**config.mk**
```make
export PLATFORM = sky130hd
export DESIGN_NAME = vscale_pipe_ctrl
export DESIGN_NICKNAME = d
export VERILOG_FILES = /design/src/rtl/vscale_pipe_ctrl_pkg.sv /design/src/rtl/vscale_fwd_match.sv /design/src/rtl/vscale_pipe_ctrl.sv
export SDC_FILE = /design/constraint.sdc
export NUM_CORES = 1
export LEC_CHECK = 0
export ABC_AREA = 1
export CAP_MARGIN = 20
export CORE_MARGIN = 4
export CORE_UTILIZATION = 50
export CTS_CLUSTER_SIZE = 30
export DETAILED_ROUTE_END_ITERATION = 16
export HOLD_SLACK_MARGIN = 0.08
export PLACE_DENSITY = 0.9
export SETUP_SLACK_MARGIN = 0.3
export SYNTH_ARGS = -nofsm -noshare
export SYNTH_HDL_FRONTEND = slang
export SYNTH_HIERARCHICAL = 1
export SYNTH_SLANG_ARGS = --single-unit
```
**constraint.sdc**
```tcl
create_clock -name clk -period 3.6 [get_ports clk]
set_input_delay 1.08 -clock clk [delete_from_list [all_inputs] [get_ports clk]]
set_output_delay 1.08 -clock clk [all_outputs]
set_load 0.05 [all_outputs]
```
**src/rtl/vscale_pipe_ctrl_pkg.sv**
```systemverilog
// vscale_pipe_ctrl_pkg: shared FSM encodings and forwarding constants for pipeline control
package vscale_pipe_ctrl_pkg;
  typedef enum logic {ST_RUN = 1'b0, ST_REPLAY = 1'b1} state_e;
  localparam int FWD_SEL_RF = 0;
endpackage

```
**src/rtl/vscale_fwd_match.sv**
```systemverilog
// vscale_fwd_match: youngest-stage priority matcher for one source operand
module vscale_fwd_match
  import vscale_pipe_ctrl_pkg::*;
#(
  parameter int DEPTH = 2,
  parameter int LOAD_DATA_STAGE = DEPTH,
  parameter int AW = 5,
  localparam int SEL_W = $clog2(DEPTH + 1)
) (
  input  logic [DEPTH-1:0]         valid_i,
  input  logic [DEPTH-1:0]         wr_i,
  input  logic [DEPTH-1:0]         is_load_i,
  input  logic [DEPTH-1:0][AW-1:0] rd_i,
  input  logic [AW-1:0]            addr_i,
  input  logic                     used_i,
  output logic [SEL_W-1:0]         sel_o,
  output logic                     hazard_o
);
  // Scan oldest to youngest so the lowest matching stage is the last to write.
  always_comb begin
    sel_o = SEL_W'(FWD_SEL_RF);
    hazard_o = 1'b0;
    for (int k = DEPTH; k >= 1; k--) begin
      if (valid_i[k-1] && wr_i[k-1] && rd_i[k-1] == addr_i && used_i && addr_i != '0) begin
        hazard_o = is_load_i[k-1] && (k < LOAD_DATA_STAGE);
        sel_o = hazard_o ? SEL_W'(FWD_SEL_RF) : SEL_W'(k);
      end
    end
  end
endmodule

```
**src/rtl/vscale_pipe_ctrl.sv**
```systemverilog
// vscale_pipe_ctrl: in-flight write tracking, bypass select, stall/kill and IF replay control
module vscale_pipe_ctrl
  import vscale_pipe_ctrl_pkg::*;
#(
  parameter int DEPTH = 2,
  parameter int LOAD_DATA_STAGE = DEPTH,
  parameter int REG_ADDR_WIDTH = 5,
  localparam int SEL_W = $clog2(DEPTH + 1)
) (
  input  logic                      clk,
  input  logic                      reset_n,
  input  logic                      dx_valid,
  input  logic                      dx_wr_reg,
  input  logic                      dx_is_load,
  input  logic [REG_ADDR_WIDTH-1:0] dx_rd,
  input  logic [REG_ADDR_WIDTH-1:0] dx_rs1,
  input  logic [REG_ADDR_WIDTH-1:0] dx_rs2,
  input  logic                      dx_uses_rs1,
  input  logic                      dx_uses_rs2,
  input  logic                      redirect,
  input  logic                      imem_wait,
  input  logic                      dmem_wait,
  input  logic                      exception,
  output logic                      stall_if,
  output logic                      kill_if,
  output logic                      stall_dx,
  output logic                      kill_dx,
  output logic [DEPTH-1:0]          stage_valid,
  output logic                      wr_reg_wb,
  output logic [REG_ADDR_WIDTH-1:0] rd_wb,
  output logic [SEL_W-1:0]          fwd_rs1_sel,
  output logic [SEL_W-1:0]          fwd_rs2_sel,
  output logic                      load_use,
  output logic [31:0]               instret
);
  logic [DEPTH-1:0] valid_q, wr_q, ld_q;
  logic [DEPTH-1:0][REG_ADDR_WIDTH-1:0] rd_q;
  state_e state_q;
  logic [31:0] instret_q;
  logic hz1, hz2, retire;

  vscale_fwd_match #(.DEPTH(DEPTH), .LOAD_DATA_STAGE(LOAD_DATA_STAGE), .AW(REG_ADDR_WIDTH)) u_rs1 (
    .valid_i(valid_q), .wr_i(wr_q), .is_load_i(ld_q), .rd_i(rd_q),
    .addr_i(dx_rs1), .used_i(dx_uses_rs1), .sel_o(fwd_rs1_sel), .hazard_o(hz1)
  );

  vscale_fwd_match #(.DEPTH(DEPTH), .LOAD_DATA_STAGE(LOAD_DATA_STAGE), .AW(REG_ADDR_WIDTH)) u_rs2 (
    .valid_i(valid_q), .wr_i(wr_q), .is_load_i(ld_q), .rd_i(rd_q),
    .addr_i(dx_rs2), .used_i(dx_uses_rs2), .sel_o(fwd_rs2_sel), .hazard_o(hz2)
  );

  assign load_use = dx_valid && (hz1 || hz2);
  assign stall_dx = dmem_wait || load_use;
  assign kill_dx = stall_dx || exception;
  assign stall_if = ((imem_wait && !redirect) || stall_dx) && !exception;
  assign kill_if = stall_if || redirect || exception || state_q == ST_REPLAY;
  assign retire = valid_q[DEPTH-1] && !dmem_wait && !exception;
  assign wr_reg_wb = retire && wr_q[DEPTH-1];
  assign rd_wb = rd_q[DEPTH-1];
  assign stage_valid = valid_q;
  assign instret = instret_q;

  always_ff @(posedge clk or negedge reset_n) begin
    if (!reset_n) begin
      valid_q <= '0;
      wr_q <= '0;
      ld_q <= '0;
      rd_q <= '0;
      state_q <= ST_REPLAY;
      instret_q <= '0;
    end else begin
      if (!dmem_wait) begin
        for (int k = DEPTH - 1; k >= 1; k--) begin
          valid_q[k] <= valid_q[k-1];
          wr_q[k] <= wr_q[k-1];
          ld_q[k] <= ld_q[k-1];
          rd_q[k] <= rd_q[k-1];
        end
        valid_q[0] <= dx_valid && !kill_dx;
        wr_q[0] <= dx_wr_reg;
        ld_q[0] <= dx_is_load;
        rd_q[0] <= dx_rd;
      end
      if (exception) valid_q <= '0;
      if (retire) instret_q <= instret_q + 32'd1;
      // A stalled DX re-presents its redirect next cycle, so only an unstalled one arms replay.
      if (state_q == ST_RUN)
        state_q <= ((redirect || exception) && imem_wait && !stall_dx) ? ST_REPLAY : ST_RUN;
      else
        state_q <= (!imem_wait && !exception) ? ST_RUN : ST_REPLAY;
    end
  end
endmodule

```
==> impl_metrics.py, run 1 <==
metrics = {
    "logic_synthesis": {
        "synth_nets": 471,
        "syn_inst": 444,
        "synthesis.area_um2": 3090,
        "synth_area_per_cell_um2": 6.95,
        "synth_warnings": 6,
    },
    "sta": {
        "min_period_ps": 3570,
        "whs_ps": 514,
        "drv_slew": 0,
        "setup_viol": 0,
        "rsz0062_at_grt": "yes",
        "slew_headroom_pct": 65.0,
        "timing.final.crit_share_pct": 99.2,
        "fmax_mhz": 280,
        "tightest_slew_ps": 523,
        "hold_viol_final": 0,
        "skew_ps": 9.53,
    },
    "power_and_ir_drop": {
        "powerDensity_nw_per_um2": 305,
        "seq_power_share_pct": 43.7,
        "peakVddDrop_uv": 230,
        "switching_share_pct": 31.4,
        "p_leak_nw": 2.18,
        "p_int_uw": 958,
        "fin_total_pwr_mw": 1.40,
        "switchingPower_uw": 439,
        "p_clk_share_pct": 30.2,
        "pwr-share-comb_pct": 26.1,
    },
    "drt": {
        "drt_iter0_markers": 233,
        "antenna_left": 0,
        "vias": 3393,
        "routed_wl_mm": 9.65,
        "routedWlPerCell_um": 15.2,
        "vias_per_cell": 5.36,
        "first_pass_iters": 6,
        "drc_errors": 0,
    },
    "worst_setup_path": {
        "path_delay_family": "simple AND/OR/NAND/NOR gates",
        "startpoint_type": "input pin",
        "worstPathRequired_ps": 2520,
        "cpMaxStageDelayCell": "o21ai_4",
        "cp.arrival_ps": 2490,
        "crit_fanout": 4,
        "path_buf_inv": 3,
        "crit_path_max_incr_delay_ps": 190,
        "criticalPathCategory": "input pin to output port",
        "cp-end-kind": "output port",
        "cp_cell_sequence": "buf_8 > nor2_4 > nand2_2 > nor2_4 > nor2_4 > nand2_2 > nor2_4 > o21ai_4 > nand2_4 > a21oi_2 > or2_4 > clkinvlp_4 > buf_12",
        "crit_top_cell": "nor2_4",
    },
    "run": {
        "cap_violations": 0,
    },
    "place": {
        "dpl.cell_count": 606,
        "place.gp.congestion": 0.924,
        "io_buffers": 74,
        "hpwlAfterDp_mm": 6.57,
        "dpl_cell_area_um2": 4150,
    },
    "cts": {
        "htree_levels": 2,
        "cts_hold_buf": 0,
        "clock_path_buffers": 2,
        "insertion_delay_ps": 300,
        "clkTransAtPathRegs_ps": 90,
        "cts_sinks": 48,
        "root_buffer": "clkbuf_8",
        "cts_tree": "done",
        "cts_inserted_buffers": 5,
    },
    "global_route": {
        "gr-usage-all-layers_pct": 25.4,
        "grt_overflow": 0,
        "grt_pass1_wl_mm": 15.2,
        "antenna_found_initial": 0,
        "grt_max_degree": 28,
        "grt_pass1_vias": 3431,
    },
    "floorplan": {
        "die_area_um2": 7490,
        "placementRows": 28,
        "num_io_pins": 75,
        "core-area_um2": 5960,
        "die_h_um": 86.6,
        "initial_core_util_pct": 51.8,
        "die_w_um": 86.6,
    },
    "status": {
        "status": "completed",
    },
    "finish": {
        "post-route-util_pct": 77.0,
        "final_common_cell": "nand2_1",
        "layout-drive-gt1-share_pct": 26.3,
        "final_cell_mix": "nand2_1 (116), inv_1 (59), clkdlybuf4s50_1 (50), dfrtp_1 (47), nor2_1 (44)",
        "syn_to_final_growth_pct": 48.5,
        "diodes": 0,
        "stdcell_area_um2": 4580,
        "fin_cells": 633,
        "final_nets": 584,
    },
    "min_path": {
        "worstHoldPathType": "flip-flop to flip-flop",
    },
}
-- metrics by stage --
stage / setup WS (ps) / TNS, ps
3_3_place_gp: -329 / -1050
6_report: 28.9 / 0
3_5_place_dp: -426 / -1470
2_1_floorplan: 147 / 0
5_1_grt: -9.60 / -9.60
4_1_cts: 69.4 / 0
-- worst paths after layout --
kind | from | end | slack (ps) | cells after the start
max | dx_rs1[1] | stall_if | 30 | 13
min reg2reg | instret[31]$_DFFE_PN0P_ | instret[31]$_DFFE_PN0P_ | 510 | 2
max reg2reg | rd_q[0]$_DFFE_PN0N_ | state_q$_DFF_PN1_ | 1610 | 15
min | instret[31]$_DFFE_PN0P_ | instret[31]$_DFFE_PN0P_ | 510 | 2
min in group asynchronous | reset_n | instret[31]$_DFFE_PN0P_ | 740 | 1
max in group asynchronous | reset_n | instret[6]$_DFFE_PN0P_ | 2100 | 2
-- layout make-up --
cell class                      instances  area [um2]
Timing Repair Buffer                  114        1150
Inverter                               79         324
Tap cell                               75        93.8
Fill cell                             396        1370
Multi-Input combinational cell        309        1690
Sequential cell                        48        1200
Clock inverter                          1        30.0
Clock buffer                            7        96.3
-- per-layer routing --
| metal | vias to the layer above | GRT usage (%) | wire length (um) |
|---|---|---|---|
| li1 | 1573 | - | - |
| met1 | 1593 | 30.0 | 3590 |
| met2 | 181 | 45.1 | 4990 |
| met3 | 46 | 4.56 | 692 |
| met4 | 0 | 10.8 | 374 |
| met5 | - | 0 | 0 |
-- registers in the layout (all words and copies together) (netlist names) --
signal	flops
ld_q	1
wr_q	2
instret	32
stage_valid	2
rd_wb	5
rd_q	5
state_q	1
-- worst reg2reg max path: stages (launching register included) --
cell and delay, ps:
dfrtp_1 470, inv_1 130, nand2_2 70, nand2_2 70, clkinv_2 50, nand2_1 70, nor2_1 40, nand2_1 90
nor2_2 60, o21ai_4 170, nand2_4 70, buf_4 130, buf_6 100, buf_6 110, buf_4 130, o21ai_0 150
-- what timing repair did --
| item | in CTS | in global routing |
|---|---|---|
| setup endpoints to repair | 10 | 8 |
| resized for setup | 68 | 49 |
| pin swaps | 13 | 20 |
| setup buffers | 12 | 7 |
-- power groups by stage --
stage               clock (mW)  combinational (mW)  sequential (mW)
floorplan                    0               0.150            0.656
global placement             0               0.314            0.615
detailed placement           0               0.324            0.617
CTS                      0.430               0.330            0.609
global route             0.457               0.391            0.616
finish                   0.422               0.364            0.611
No activity file was read; power rests on OpenSTA's default activity.
==> inputs of run 2 (changes only) <==
- CORE_MARGIN: 4 -> not set
- SKIP_CTS_REPAIR_TIMING: not set -> 1
==> impl_metrics.py, run 2 (same netlist as run 1, synthesis figures left out) <==
metrics = {
    "sta": {
        "drv_slew": 0,
        "tightest_slew_ps": 522,
        "rsz0062_at_grt": "yes",
        "slew_headroom_pct": 65.1,
        "skew_ps": 7.38,
        "timing.final.crit_share_pct": 99.0,
        "setup_tns_ps": 0,
        "worst_slack_ps": 36.1,
        "fmax_mhz": 281,
        "setup_viol": 0,
        "min_period_ps": 3560,
        "whs_ps": 502,
        "hold_viol_final": 0,
    },
    "worst_setup_path": {
        "cp-end-kind": "output port",
        "criticalPathCategory": "input pin to output port",
        "startpoint_type": "input pin",
        "r2r_slack_ps": 1810,
        "crit_fanout": 4,
        "cp.arrival_ps": 2480,
        "worstPathRequired_ps": 2520,
    },
    "cts": {
        "root_buffer": "clkbuf_8",
        "clkTransAtPathRegs_ps": 90,
        "clock_path_buffers": 2,
        "cts_tree": "done",
        "insertion_delay_ps": 290,
        "cts_inserted_buffers": 5,
        "cts_sinks": 48,
        "htree_levels": 2,
    },
    "place": {
        "place.gp.congestion": 0.914,
        "io_buffers": 74,
        "place_ws_ps": -426,
        "dpl.cell_count": 606,
        "hpwlAfterDp_mm": 6.30,
    },
    "global_route": {
        "grt_overflow": 0,
        "grt_pass1_vias": 3073,
        "grt_max_degree": 49,
        "grt_pass1_wl_mm": 13.3,
        "antenna_found_initial": 0,
        "gr-usage-all-layers_pct": 26.5,
    },
    "floorplan": {
        "placementRows": 28,
        "die_area_um2": 6490,
        "die_h_um": 80.6,
        "num_io_pins": 75,
        "die_w_um": 80.6,
        "initial_core_util_pct": 52.1,
        "core-area_um2": 5920,
    },
    "drt": {
        "vias": 3148,
        "drt_iter0_markers": 165,
        "routedWlPerCell_um": 13.2,
        "routed_wl_mm": 8.24,
        "drc_errors": 0,
        "antenna_left": 0,
        "vias_per_cell": 5.05,
        "first_pass_iters": 4,
    },
    "power_and_ir_drop": {
        "powerDensity_nw_per_um2": 289,
        "p_leak_nw": 2.11,
        "peakVddDrop_uv": 207,
    },
    "finish": {
        "layout-drive-gt1-share_pct": 22.1,
        "final_cell_mix": "nand2_1 (122), inv_1 (61), clkdlybuf4s50_1 (50), nor2_1 (47), dfrtp_1 (47)",
        "diodes": 0,
        "final_nets": 574,
        "num-fill-cells": 464,
        "post-route-util_pct": 73.5,
        "fin_cells": 623,
        "final_common_cell": "nand2_1",
        "syn_to_final_growth_pct": 41.1,
        "largest_reg_flops": 32,
    },
    "run": {
        "cap_violations": 0,
    },
    "status": {
        "status": "completed",
    },
    "min_path": {
        "worstHoldPathType": "flip-flop to flip-flop",
    },
}
[run 2: cell types whose count changed in the layout (fill, tap and decap cells not counted), moves of 4 or more]
| cell | previous run | this run |
|---|---|---|
| nor2_4 | 8 | 3 |
| clkbuf_2 | 1 | 5 |
| nand2_1 | 116 | 122 |
| nand2_4 | 8 | 3 |
| buf_4 | 38 | 29 |
[run 2: final cells by class]
type | count | area, um2 | share of cell area (%)
Inverter | 79 | 308 | 7.07
Multi-Input combinational cell | 309 | 1610 | 36.9
Clock buffer | 7 | 76.3 | 1.75
Timing Repair Buffer | 104 | 1060 | 24.3
Sequential cell | 48 | 1200 | 27.6
Clock inverter | 1 | 5.00 | 0.115
Tap cell | 75 | 93.8 | 2.16
[run 2: through the flow]
stage | power (mW) | area (um2)
final | 1.26 | 4350
after global routing | 1.31 | 4350
after CTS | 1.25 | 4230
after detailed placement | 0.941 | 4150
after global placement | 0.929 | 4150
after floorplan | 0.806 | 3120
[run 2: final timing paths]
| path | startpoint | to | depth (start not counted) |
|---|---|---|---|
| max | dx_rs2[1] | stall_if | 13 |
| min | instret[31]$_DFFE_PN0P_ | instret[31]$_DFFE_PN0P_ | 2 |
| max reg2reg | rd_q[0]$_DFFE_PN0N_ | state_q$_DFF_PN1_ | 13 |
| min reg2reg | instret[31]$_DFFE_PN0P_ | instret[31]$_DFFE_PN0P_ | 2 |
| max in group asynchronous | reset_n | instret[14]$_DFFE_PN0P_ | 2 |
| min in group asynchronous | reset_n | rd_wb[0]$_DFFE_PN0N_ | 1 |
[run 2: routing by layer]
metal	vias up	share of wire, %	GRT usage [%]
met3	17	5.0	3.75
met2	110	52	48.6
met1	1467	41	30.6
li1	1554	-	-
met4	0	1.9	10.9
met5	-	0	0
[run 2: where the power goes]
part | switching [mW] | internal, mW
combinational | 0.205 | 0.135
sequential | 0.0370 | 0.569
clock | 0.173 | 0.137
total | 0.415 | 0.841
[run 2: critical path, stage by stage]
cell	delay (ps)
buf_8	110
nor2_4	130
nand2_2	60
nor2_2	110
nor2_1	50
nand2_1	100
nor2_2	60
o21ai_2	190
nand2_4	80
a21oi_4	130
or2_4	140
clkinvlp_4	80
buf_12	150
==> inputs of run 3 (changes only) <==
- CORE_UTILIZATION: 50 -> 40
- CTS_CLUSTER_SIZE: 30 -> not set
- PLACE_DENSITY: 0.9 -> 0.77
- REMOVE_ABC_BUFFERS: not set -> 1
==> impl_metrics.py, run 3 (same netlist as run 1, synthesis figures left out) <==
metrics = {
    "global_route": {
        "grt_max_degree": 49,
        "gr-usage-all-layers_pct": 20.3,
        "grt_pass1_vias": 2904,
        "grt_pass1_wl_mm": 13.3,
        "antenna_found_initial": 0,
        "grt_overflow": 0,
    },
    "place": {
        "place.gp.congestion": 0.868,
        "io_buffers": 74,
        "dpl_cell_area_um2": 4090,
        "place_ws_ps": -404,
        "hpwlAfterDp_mm": 6.17,
    },
    "cts": {
        "clkTransAtPathRegs_ps": 80,
        "cts_inserted_buffers": 5,
        "root_buffer": "clkbuf_8",
        "htree_levels": 2,
        "cts_tree": "done",
        "insertion_delay_ps": 300,
        "cts_sinks": 48,
        "clock_path_buffers": 2,
    },
    "finish": {
        "final_common_cell": "nand2_1",
        "diodes": 0,
        "final_nets": 567,
        "syn_to_final_growth_pct": 40.6,
        "layout-drive-gt1-share_pct": 21.1,
        "post-route-util_pct": 58.9,
        "final_cell_mix": "nand2_1 (123), inv_1 (61), clkdlybuf4s50_1 (49), nor2_1 (47), dfrtp_1 (47)",
        "stdcell_area_um2": 4340,
        "largest_reg_flops": 32,
    },
    "drt": {
        "antenna_left": 0,
        "vias": 3110,
        "routedWlPerCell_um": 12.6,
        "vias_per_cell": 4.86,
        "routed_wl_mm": 8.07,
        "first_pass_iters": 5,
        "drc_errors": 0,
        "drt_iter0_markers": 88,
    },
    "sta": {
        "rsz0062_at_grt": "yes",
        "drv_slew": 0,
        "setup_viol": 0,
        "whs_ps": 496,
        "slew_headroom_pct": 65.2,
        "skew_ps": 11.9,
        "tightest_slew_ps": 520,
        "timing.final.crit_share_pct": 97.7,
        "fmax_mhz": 284,
        "min_period_ps": 3520,
        "hold_viol_final": 0,
        "worst_slack_ps": 82.8,
    },
    "power_and_ir_drop": {
        "peakVddDrop_uv": 190,
        "powerDensity_nw_per_um2": 292,
        "fin_total_pwr_mw": 1.27,
        "p_leak_nw": 2.10,
    },
    "floorplan": {
        "initial_core_util_pct": 41.9,
        "core-area_um2": 7370,
        "die_w_um": 89.8,
        "num_io_pins": 75,
        "placementRows": 31,
        "die_area_um2": 8070,
        "die_h_um": 89.8,
    },
    "run": {
        "cap_violations": 0,
    },
    "worst_setup_path": {
        "critPathLaunch": "dx_rs1[0]",
        "worstReg2RegStart": "rd_q[0]$_DFFE_PN0N_",
        "r2r_slack_ps": 1980,
        "criticalPathCategory": "input pin to output port",
        "cp-end-kind": "output port",
        "startpoint_type": "input pin",
        "cp.arrival_ps": 2440,
        "crit_fanout": 4,
        "worstPathRequired_ps": 2520,
    },
    "status": {
        "status": "completed",
    },
    "min_path": {
        "worstHoldStart": "instret[31]$_DFFE_PN0P_",
        "worstHoldPathType": "flip-flop to flip-flop",
    },
}
==> run 3: layout make-up <==
class,count,area [um2]
fillers,688,3030
multi-input cells,309,1610
flip-flops and latches,48,1200
repair buffers,97,1000
inverters,79,307
well taps,99,124
clock buffers,6,82.6
clock inverters,2,10.0
==> run 3: worst paths after layout <==
| path | endpoint | cells past startpoint |
|---|---|---|
| setup / recovery | stall_if | 14 |
| hold / removal | instret[31]$_DFFE_PN0P_ | 2 |
| setup reg to reg | state_q$_DFF_PN1_ | 12 |
| hold reg to reg | instret[31]$_DFFE_PN0P_ | 2 |
| max in group asynchronous | state_q$_DFF_PN1_ | 2 |
| min in group asynchronous | instret[18]$_DFFE_PN0P_ | 1 |
==> run 3: critical path, stage by stage <==
cell,delay [ps]
buf_8,110
nand2_1,70
nand2_2,70
clkinv_2,50
nand2_1,40
nor2_1,120
nand2_1,100
nor2_1,120
o21ai_1,90
nand2_1,110
a21oi_2,40
or2_4,240
inv_2,60
buf_12,130
==> run 3: power by group <==
part	switching, mW	total, mW	leakage, nW	internal [mW]
registers	0.0379	0.607	0.624	0.569
clock network	0.178	0.332	0.0510	0.154
logic	0.199	0.329	1.43	0.131
total	0.415	1.27	2.10	0.853
==> run 3: routing by layer <==
| layer | share of wire (%) | GRT usage (%) | vias up |
|---|---|---|---|
| met2 | 50 | 35.8 | 114 |
| met4 | 2.1 | 7.24 | 0 |
| met5 | 0 | 0 | - |
| li1 | - | - | 1542 |
| met1 | 42 | 24.6 | 1441 |
| met3 | 6.1 | 3.72 | 13 |
==> run 3: stage by stage <==
stage               TNS [ps]  std cells
detailed placement     -1320        627
global route               0        640
global placement       -1060        627
finish                     0        640
CTS                    -1330        635
floorplan               -440        436
